[config.mk]
export PLATFORM = sky130hd
export DESIGN_NAME = audio_level_meter
export DESIGN_NICKNAME = d
export VERILOG_FILES = /design/src/rtl/audio_meter_pkg.sv /design/src/rtl/peak_hold.sv /design/src/rtl/audio_level_meter.sv
export SDC_FILE = /design/constraint.sdc
export NUM_CORES = 1
export LEC_CHECK = 0
export ABC_AREA = 1
export BUFFER_PORTS_ARGS = -buffer_cell sky130_fd_sc_hd__buf_2
export CORE_MARGIN = 3
export CORE_UTILIZATION = 61
export CTS_CLUSTER_SIZE = 20
export DETAILED_ROUTE_END_ITERATION = 7
export GPL_ROUTABILITY_DRIVEN = 0
export GPL_TIMING_DRIVEN = 0
export PLACE_DENSITY = 0.85
export RECOVER_POWER = 25
export SETUP_SLACK_MARGIN = 0.02
export SLEW_MARGIN = 20
export SYNTH_ARGS = -nofsm -noshare
export SYNTH_HDL_FRONTEND = slang
export SYNTH_SLANG_ARGS = --single-unit
[constraint.sdc]
create_clock -name clk -period 4.05 [get_ports clk]
set_clock_uncertainty 0.1 [all_clocks]
set_input_delay 0 -clock clk [delete_from_list [all_inputs] [get_ports clk]]
set_output_delay 0 -clock clk [all_outputs]
set_load 0.03 [all_outputs]
[src/rtl/audio_meter_pkg.sv]
// Shared types and arithmetic helpers for the audio level meter.
// Helpers work on 32-bit values; callers size the result to their own widths.
package audio_meter_pkg;

  typedef enum logic [1:0] {
    IDLE  = 2'd0,
    ACCUM = 2'd1,
    LATCH = 2'd2
  } meter_state_t;

  localparam int DEF_SAMPLE_W     = 12;
  localparam int DEF_WINDOW       = 4000;
  localparam int DEF_LEVELS       = 16;
  localparam int DEF_HOLD_WINDOWS = 4;
  localparam int DEF_LW           = $clog2(DEF_LEVELS + 1);

  // Distance from mid-scale; the negative side is folded so that it never overflows.
  function automatic int unsigned mag_of(input int unsigned sample, input int unsigned sample_w);
    int unsigned mid;
    mid = 32'd1 << (sample_w - 1);
    return (sample >= mid) ? (sample - mid) : (mid - 32'd1 - sample);
  endfunction

  function automatic int unsigned quantise(input int unsigned acc, input int unsigned sample_w,
                                           input int unsigned levels);
    int unsigned q;
    q = ((acc + 32'd1) * levels) >> (sample_w - 1);
    return (q > levels) ? levels : q;
  endfunction

endpackage

[src/rtl/peak_hold.sv]
// Peak-hold marker: jumps up to a new level immediately, freezes for
// HOLD_WINDOWS windows, then decays one level per window.
module peak_hold #(
  parameter int LW           = 5,
  parameter int HOLD_WINDOWS = 4
) (
  input  logic          clk,
  input  logic          resn,
  input  logic          latch,
  input  logic [LW-1:0] level_in,
  output logic [LW-1:0] hold_level,
  output logic [LW-1:0] hold_next
);

  localparam int HW = (HOLD_WINDOWS > 0) ? $clog2(HOLD_WINDOWS + 1) : 1;

  logic [HW-1:0] hold_cnt, hold_cnt_d;

  always_comb begin
    hold_next  = hold_level;
    hold_cnt_d = hold_cnt;
    if (level_in >= hold_level) begin
      hold_next  = level_in;
      hold_cnt_d = HW'(HOLD_WINDOWS);
    end else if (hold_cnt != '0) begin
      hold_cnt_d = hold_cnt - HW'(1);
    end else begin
      hold_next = hold_level - LW'(1);
    end
  end

  always_ff @(posedge clk or negedge resn) begin
    if (!resn) begin
      hold_level <= '0;
      hold_cnt   <= '0;
    end else if (latch) begin
      hold_level <= hold_next;
      hold_cnt   <= hold_cnt_d;
    end
  end

endmodule

[src/rtl/audio_level_meter.sv]
// Windowed peak meter: tracks max |sample - mid| over WINDOW samples and
// publishes level, thermometer bar and a decaying peak-hold marker per window.
//
//   state | meaning
//   IDLE  | disabled; accumulator and counter held at zero
//   ACCUM | collecting running max over the current window
//   LATCH | window close; outputs load, a sample here starts the next window
module audio_level_meter
  import audio_meter_pkg::*;
#(
  parameter int SAMPLE_W     = DEF_SAMPLE_W,
  parameter int WINDOW       = DEF_WINDOW,
  parameter int LEVELS       = DEF_LEVELS,
  parameter int HOLD_WINDOWS = DEF_HOLD_WINDOWS,
  parameter int LW           = $clog2(LEVELS + 1)
) (
  input  logic                clk,
  input  logic                resn,
  input  logic                enable,
  input  logic                sample_valid,
  input  logic [SAMPLE_W-1:0] sample,
  output logic [SAMPLE_W-2:0] peak,
  output logic [LW-1:0]       level,
  output logic [LEVELS-1:0]   bar,
  output logic [LW-1:0]       hold_level,
  output logic [LEVELS-1:0]   hold_mark,
  output logic                level_valid
);

  localparam int MW = SAMPLE_W - 1;
  localparam int CW = $clog2(WINDOW + 1);

  meter_state_t      state_q, state_d;
  logic [MW-1:0]     acc_q, mag;
  logic [CW-1:0]     cnt_q;
  logic [LW-1:0]     level_d, hold_next;
  logic [LEVELS-1:0] bar_d, mark_d;
  logic              last_sample, latch;

  always_comb begin
    mag         = MW'(mag_of(32'(sample), SAMPLE_W));
    level_d     = LW'(quantise(32'(acc_q), SAMPLE_W, LEVELS));
    last_sample = sample_valid && (cnt_q == CW'(WINDOW - 1));
  end

  always_ff @(posedge clk or negedge resn) begin
    if (!resn) state_q <= IDLE;
    else       state_q <= state_d;
  end

  always_comb begin
    state_d = state_q;
    case (state_q)
      IDLE:    state_d = ACCUM;
      ACCUM:   if (last_sample) state_d = LATCH;
      LATCH:   state_d = ACCUM;
      default: state_d = IDLE;
    endcase
    if (!enable) state_d = IDLE;
  end

  always_comb begin
    latch = (state_q == LATCH);
  end

  always_ff @(posedge clk or negedge resn) begin
    if (!resn) begin
      acc_q <= '0;
      cnt_q <= '0;
    end else if (!enable || state_q == IDLE) begin
      acc_q <= '0;
      cnt_q <= '0;
    end else if (latch) begin
      acc_q <= sample_valid ? mag : '0;
      cnt_q <= sample_valid ? CW'(1) : '0;
    end else if (sample_valid) begin
      if (mag > acc_q) acc_q <= mag;
      cnt_q <= cnt_q + CW'(1);
    end
  end

  peak_hold #(
    .LW           (LW),
    .HOLD_WINDOWS (HOLD_WINDOWS)
  ) u_peak_hold (
    .clk        (clk),
    .resn       (resn),
    .latch      (latch),
    .level_in   (level_d),
    .hold_level (hold_level),
    .hold_next  (hold_next)
  );

  // Decode from the values about to be loaded so bar/mark stay aligned with level/hold_level.
  always_comb begin
    bar_d  = '0;
    mark_d = '0;
    for (int i = 0; i < LEVELS; i++) begin
      bar_d[i]  = (LW'(i) < level_d);
      mark_d[i] = (LW'(i + 1) == hold_next);
    end
  end

  always_ff @(posedge clk or negedge resn) begin
    if (!resn) begin
      peak        <= '0;
      level       <= '0;
      bar         <= '0;
      hold_mark   <= '0;
      level_valid <= 1'b0;
    end else begin
      level_valid <= latch;
      if (latch) begin
        peak      <= acc_q;
        level     <= level_d;
        bar       <= bar_d;
        hold_mark <= mark_d;
      end
    end
  end

endmodule
### After elaboration in Yosys (flattened, before gate mapping)

Index checks and enable logic that the tools add are counted.

* bits of input ports: 16
* output and inout port bits: 54
* logic and storage cells: 85
* flip-flop bits (word level): 82

* reduce and logical (&&, ||, !) cells: 11
* equal/unequal tests: 20
* magnitude comparators: 20
* muxes and demuxes: 18
* add/sub/neg operators: 6

Operators by type and width (count)
* 11-bit two-way mux: 6
* 4-bit by 5-bit == test with 1-bit output (first input constant): 8
* 4-bit by 5-bit less-than comparator with 1-bit output (first input constant): 8
* 12-bit two-way mux: 3
* 3-bit by 5-bit == test with 1-bit output (first input constant): 4
* 3-bit by 5-bit less-than comparator with 1-bit output (first input constant): 4
* 5-bit two-way mux: 3
* 11-bit by 1-bit adder with 12-bit output (second input constant): 1
* 12-bit by 1-bit adder with 12-bit output (second input constant): 1
* 12-bit == test (second input constant): 1
* 12-bit greater-or-equal comparator (second input constant): 1
* 11-bit > comparator: 1
* 11-bit by 1-bit subtractor with 11-bit output (second input constant): 1
* 11-bit subtractor (first input constant): 1
* 2-bit by 5-bit == test with 1-bit output (first input constant): 2
* 1-bit by 5-bit less-than comparator with 1-bit output (first input constant): 2
* 2-bit by 5-bit less-than comparator with 1-bit output (first input constant): 2
* 3-bit nonzero test: 3
* 3-bit two-way mux: 2
* 1-bit by 5-bit == test with 1-bit output (first input constant): 1
* 5-bit == test (first input constant): 1
* 5-bit greater-or-equal comparator: 1
* 5-bit > comparator (second input constant): 1
* 5-bit by 1-bit subtractor with 5-bit output (second input constant): 1
* other kinds (14): 16

### Longest topological paths before layout

* depth after elaboration: 7
* depth in mapped cells: 21

### Cells and area by module

Synthesis repeated with hierarchy kept, for this count alone.

* cell total of the unflattened synthesis: 628
* area, all modules: 4725.8 um2

Modules (own cells, without submodules)
* audio_level_meter: instances 1, area an instance 3953.8 um2, sequential area each 1826.8 um2, cells an instance 509
* peak_hold: instances 1, area an instance 772.0 um2, sequential area each 200.2 um2, cells an instance 119

### Least setup slack after synthesis

Ideal clock, no wire load.

* path kind: flip-flop to flip-flop
* start: register acc_q[0]
* end: register hold_mark[11]
* stages on the path, launching flop included: 22
* arrival time: 2.200 ns
* required time: 3.833 ns
* setup slack: 1.633 ns
* setup time: 0.117 ns
* cell sequence: dfrtp_1 > nand2_1 > nor2_2 > nand2_2 > nor2_1 > nand2_1 > nand2_1 > inv_2 > ha_1 > o21ai_0 > inv_1 > nand2_1 > nand2_2 > nand2_4 > nand2_2 > buf_6 > nand2_2 > nand2_4 > nand2_1 > nor2_4 > nand2_1 > nand2_1

* word-level cells in the longest chain between the ends: 6

RTL lines
* from (decl): line audio_level_meter.sv:34 `logic [MW-1:0] acc_q, mag;`
* from (signal assigned): line audio_level_meter.sv:74 `acc_q <= sample_valid ? mag : '0;`
* from (signal assigned): line audio_level_meter.sv:77 `if (mag > acc_q) acc_q <= mag;`
* 11-bit by 1-bit adder with 12-bit output *: line audio_meter_pkg.sv:27 `q = ((acc + 32'd1) * levels) >> (sample_w - 1);`
* 5-bit > comparator: line audio_meter_pkg.sv:28 `return (q > levels) ? levels : q;`
* 5-bit two-way mux *: line audio_meter_pkg.sv:28
* named net level_d[2]: line audio_level_meter.sv:36 `logic [LW-1:0] level_d, hold_next;`
* 5-bit greater-or-equal comparator: line peak_hold.sv:22 `if (level_in >= hold_level) begin`
* 5-bit two-way mux *: line peak_hold.sv:22
* 4-bit by 5-bit == test with 1-bit output *: line audio_level_meter.sv:100 `mark_d[i] = (LW'(i + 1) == hold_next);`
* to (signal assigned): line audio_level_meter.sv:117 `hold_mark <= mark_d;`
* to (decl): line audio_level_meter.sv:26 `output logic [LEVELS-1:0] hold_mark,`

Mark *: on every way through the listed nets, which the timed path passes. The rest lies on a longest branch.
A chain may end at the register's enable or synchronous reset.

### Worst setup path after layout

* start: input port sample[3]
* end: register acc_q[10]

* word-level cells in the longest chain between the ends: 6
* elaborated cells between the ends (all ways): 12
* classes of those cells: add/sub (2); order compare (2); mux (6); reduce/logical (2)

RTL lines
* from (decl): line audio_level_meter.sv:21 `input logic [SAMPLE_W-1:0] sample,`
* 11-bit subtractor, or another cell as far along: line audio_meter_pkg.sv:21 `return (sample >= mid) ? (sample - mid) : (mid - 32'd1 - sample);`
* 11-bit two-way mux *: line audio_meter_pkg.sv:21
* parallel branches: the longest is 4 deep, another holds 11-bit > comparator

Every way passes the cells marked *. The select of a mux whose other input is x is not followed.

==> qor.log <==
qor: synth.largest_family_of_logic_cells_by_synthesized_area simple AND/OR/NAND/NOR gates
qor: power_and_ir_drop.pwr-share-comb 0.124
qor: worst_setup_path.cp-start-kind primary input
qor: route.vias 3909
qor: status.failing_checks capacitance limit, slew limit
qor: clock_network.htree_num_levels 3
qor: synth.yosys.area_share.simple 0.2713
qor: route.finalWirelength 9.992 mm
qor: floorplan.boundaryPins 70
qor: synth.postSynth.asyncResetShare 1.000
qor: power_and_ir_drop.worst_ir_drop_vdd 260.2 uV
qor: timing.post-route-min-period 3.245 ns
qor: power_and_ir_drop.proportion_of_total_power_due_to_net_switching 0.2591
qor: cells_and_area.fin_area 5181 um^2
qor: power_and_ir_drop.netSwitchingPower 459.9 uW
qor: synth.syn_inst 536
qor: floorplan.floorplan.die.height 90.44 um
qor: status.run_status finished with violations
qor: timing.final_hold_violation_count 0
qor: cells_and_area.ratio_of_cells_with_drive_above_1_in_the_final_layout 0.1959
qor: synth.yosys.area.top_type dfrtp_1
qor: route.drt_iter0_markers 322
qor: global_routing.grt_antenna_before_repair 0
qor: clock_network.tritoncts_num_sinks 81
qor: timing.totalNegativeSetupSlack 0 ns
qor: worst_setup_path.timing.critical_path.fanout_max 10
qor: cells_and_area.final_nets 664
qor: route.post_drt_wl_per_cell 13.71 um
qor: floorplan.initial_core_util 0.6332
qor: power_and_ir_drop.share_of_total_power_in_the_clock_network 0.413
qor: route.drt_pass1_iterations 5
qor: worst_setup_path.timing.setup.critical_path_class in2reg
qor: synth.synth_nets 572
qor: timing.timing_max_transition_violations_final 34
qor: route.vias_per_inst 5.362
qor: synth.syn_avg_cell_area 8.114 um^2
qor: clock_network.cts_root_buf clkbuf_8
qor: synth.post_synth_num_cell_types 35
qor: synth.synthesis.area 4349 um^2
qor: power_and_ir_drop.internal-power 1.315 mW
qor: power_and_ir_drop.power.density_cell_area 342.6 nW/um^2
qor: timing.timing.slew.headroom -0.1420
qor: route.post-route-drc-count 0
qor: synth.synth_enable_flop_cells 0
qor: floorplan.placeableCoreArea 6869 um^2
qor: placed_design.place.detailed.hpwl 7.476 mm
qor: synth.synthTopCellsByCount nand2_1, dfrtp_1, inv_1, o21ai_0, nor2_1
qor: global_routing.global_route.overflow_total 0
qor: global_routing.grt_start_max_net_pins 50
qor: synth.count_of_synthesis_stage_warnings_from_yosys 0
qor: worst_setup_path.list_of_cells_traversed_by_the_critical_path dlygate4sd3_1 > buf_2 > nor4_1 > nand4_1 > nand2_1 > xor2_1 > inv_1 > ha_1 > a21oi_1 > o21ai_0 > nand3_1 > o2111ai_1 > nand3_1 > nand2_1 > clkbuf_1 > o21ai_0
qor: global_routing.global_route_wire_length_before_repair 17.17 mm
qor: synth.postSynthRegisterBits 81
qor: clock_network.clk-insertion-delay-late 0.36 ns
qor: cells_and_area.antenna-diode-count 0
qor: synth.synth-seq-area-share 0.4661
qor: synth.synth-adder-area-share 0.05754
qor: worst_setup_path.cp_slowest_stage_delay 0.52 ns
qor: worst_setup_path.crit_path_top_delay_cell dlygate4sd3_1
qor: floorplan.die_area 8179 um^2
qor: timing.total_of_endpoints_with_negative_setup_slack_in_the_final_report 0
qor: synth.synth_mux_area_frac 0
qor: synth.compound_cell_area_share_of_the_yosys_netlist 0.1021
qor: placed_design.instance_area_after_placement 4845 um^2
qor: cells_and_area.areaGrowthSynthToFinish 19.13%
qor: job.maxCapViolCount 1
qor: timing.rsz0062_at_grt false
qor: synth.synthFlopType dfrtp_1
qor: floorplan.rows 30
qor: clock_network.cts_made_buffers 9
qor: global_routing.grt_pass1_vias 3691
qor: synth.synth_top_cells_by_area dfrtp_1, nand2_1, ha_1, o21ai_0, inv_1
qor: clock_network.cts_setup_buffers 0
qor: worst_setup_path.worstPathRequired 4.17 ns
qor: timing.final.period_utilization 0.8013
qor: clock_network.cts.reportedPaths.clkPinSlew 0.08 ns
qor: power_and_ir_drop.sequential_fraction_of_design_power 0.463
qor: clock_network.clock_tree_from_tritoncts yes
qor: power_and_ir_drop.cellLeakagePower 2.754 nW
qor: route.drtAntennaViolNets 0
qor: synth.yosysTopAreaCellShare 0.4661
qor: worst_setup_path.worstSetupEndpointType flip-flop
qor: global_routing.groute.usage.overall 0.2576
qor: timing.max_clock_freq 308.1 MHz
qor: clock_network.max-clock-path-buffers 2
qor: placed_design.io_buf_count 69
qor: hold_path.hold_path_class in2reg
qor: synth.synth_most_common_cell nand2_1
qor: floorplan.die_width 90.44 um
qor: timing.worst_pin_slew 1.713 ns
qor: synth.synth_xor_area_frac 0.03021
qor: worst_setup_path.cp.arrival 3.37 ns
==> worst paths after layout <==
kind,depth (start not counted),slack (ns),startpoint,to
setup / recovery,16,0.80,sample[3],acc_q[10]
hold / removal,5,0.03,sample[9],acc_q[9]
setup reg to reg,16,1.14,acc_q[0],hold_mark[15]
hold reg to reg,1,0.37,state_q[1],state_q[1]
max in group asynchronous,3,1.39,resn,state_q[0]
min in group asynchronous,2,0.51,resn,bar[9]
==> cell usage in the layout, fill, tap and decap left out, types with 14 or more instances in the layout <==
cell type	n
a21oi_1	17
buf_2	69
dfrtp_1	81
ha_1	20
inv_1	63
nand2_1	141
nand2_2	14
nand3_1	32
nor2_1	38
o21ai_0	49
xor2_1	15
==> flip-flops by register name, indices dropped and copies added (netlist names) <==
name                    cells
acc_q                      11
bar                        15
cnt_q                      12
level                       5
hold_mark                  16
u_peak_hold.hold_cnt        3
state_q                     2
peak                       11
u_peak_hold.hold_level      5
level_valid                 1
==> power by group through the flow <==
stage / combinational [mW] / clock (mW) / sequential, mW
floorplan: 0.146 / 0 / 0.837
global placement: 0.198 / 0 / 0.838
detailed placement: 0.210 / 0 / 0.839
CTS: 0.220 / 0.741 / 0.823
global route: 0.246 / 0.777 / 0.824
finish: 0.219 / 0.733 / 0.823
==> cell families (layout without fill, tap and decap cells) <==
logic type / Yosys count / count (layout)
compound gates: 81 / 81
xor+xnor: 15 / 15
fa+ha+maj: 20 / 20
buf+inv: 80 / 177
flops: 81 / 81
simple gates: 259 / 259
==> stage by stage <==
step	std cells	power [mW]	hold slack [ns]	util	worst slack (ns)
after floorplan	536	0.9833	-0.3956	-	1.633
after global placement	701	1.036	0.1530	0.7009	1.210
after detailed placement	702	1.049	-0.1259	0.7053	1.019
after CTS	729	1.784	0.01804	0.7581	0.8386
after global routing	729	1.847	0.08242	0.7543	0.5365
final	729	1.775	0.03217	0.7543	0.8047
==> cell type report <==
type                            instances  area [um^2]
Fill cell                             516         1688
Sequential cell                        81         2027
Inverter                               65        244.0
Multi-Input combinational cell        375         2006
Tap cell                               96        120.1
Buffer                                 15        72.57
Timing Repair Buffer                   81        459.2
Clock buffer                           10        137.6
Clock inverter                          6        115.1
==> metal layers <==
layer  global-route usage  up-vias  share of wire
met1               0.3420     1853           0.43
met3              0.04583       11          0.063
met2               0.4281      134           0.50
met4              0.08929        0          0.015
li1                     -     1911              -
met5                    0        -              0
==> repair_timing <==
action | in CTS | in global routing
resized for setup | 0 | 0
hold buffers | 11 | 0
hold endpoints to repair | 94 | 0
==> worst max-delay path, delay by kind of cell <==
family | cells | cell delay [ns]
xor gates and xnor gates | 1 | 0.27
buffers and inverters | 4 | 1.06
and+or+nand+nor | 6 | 1.17
adders and majority gates | 1 | 0.32
AOI/OAI and AO/OA | 4 | 0.53
(Power assumes the default switching activity.)
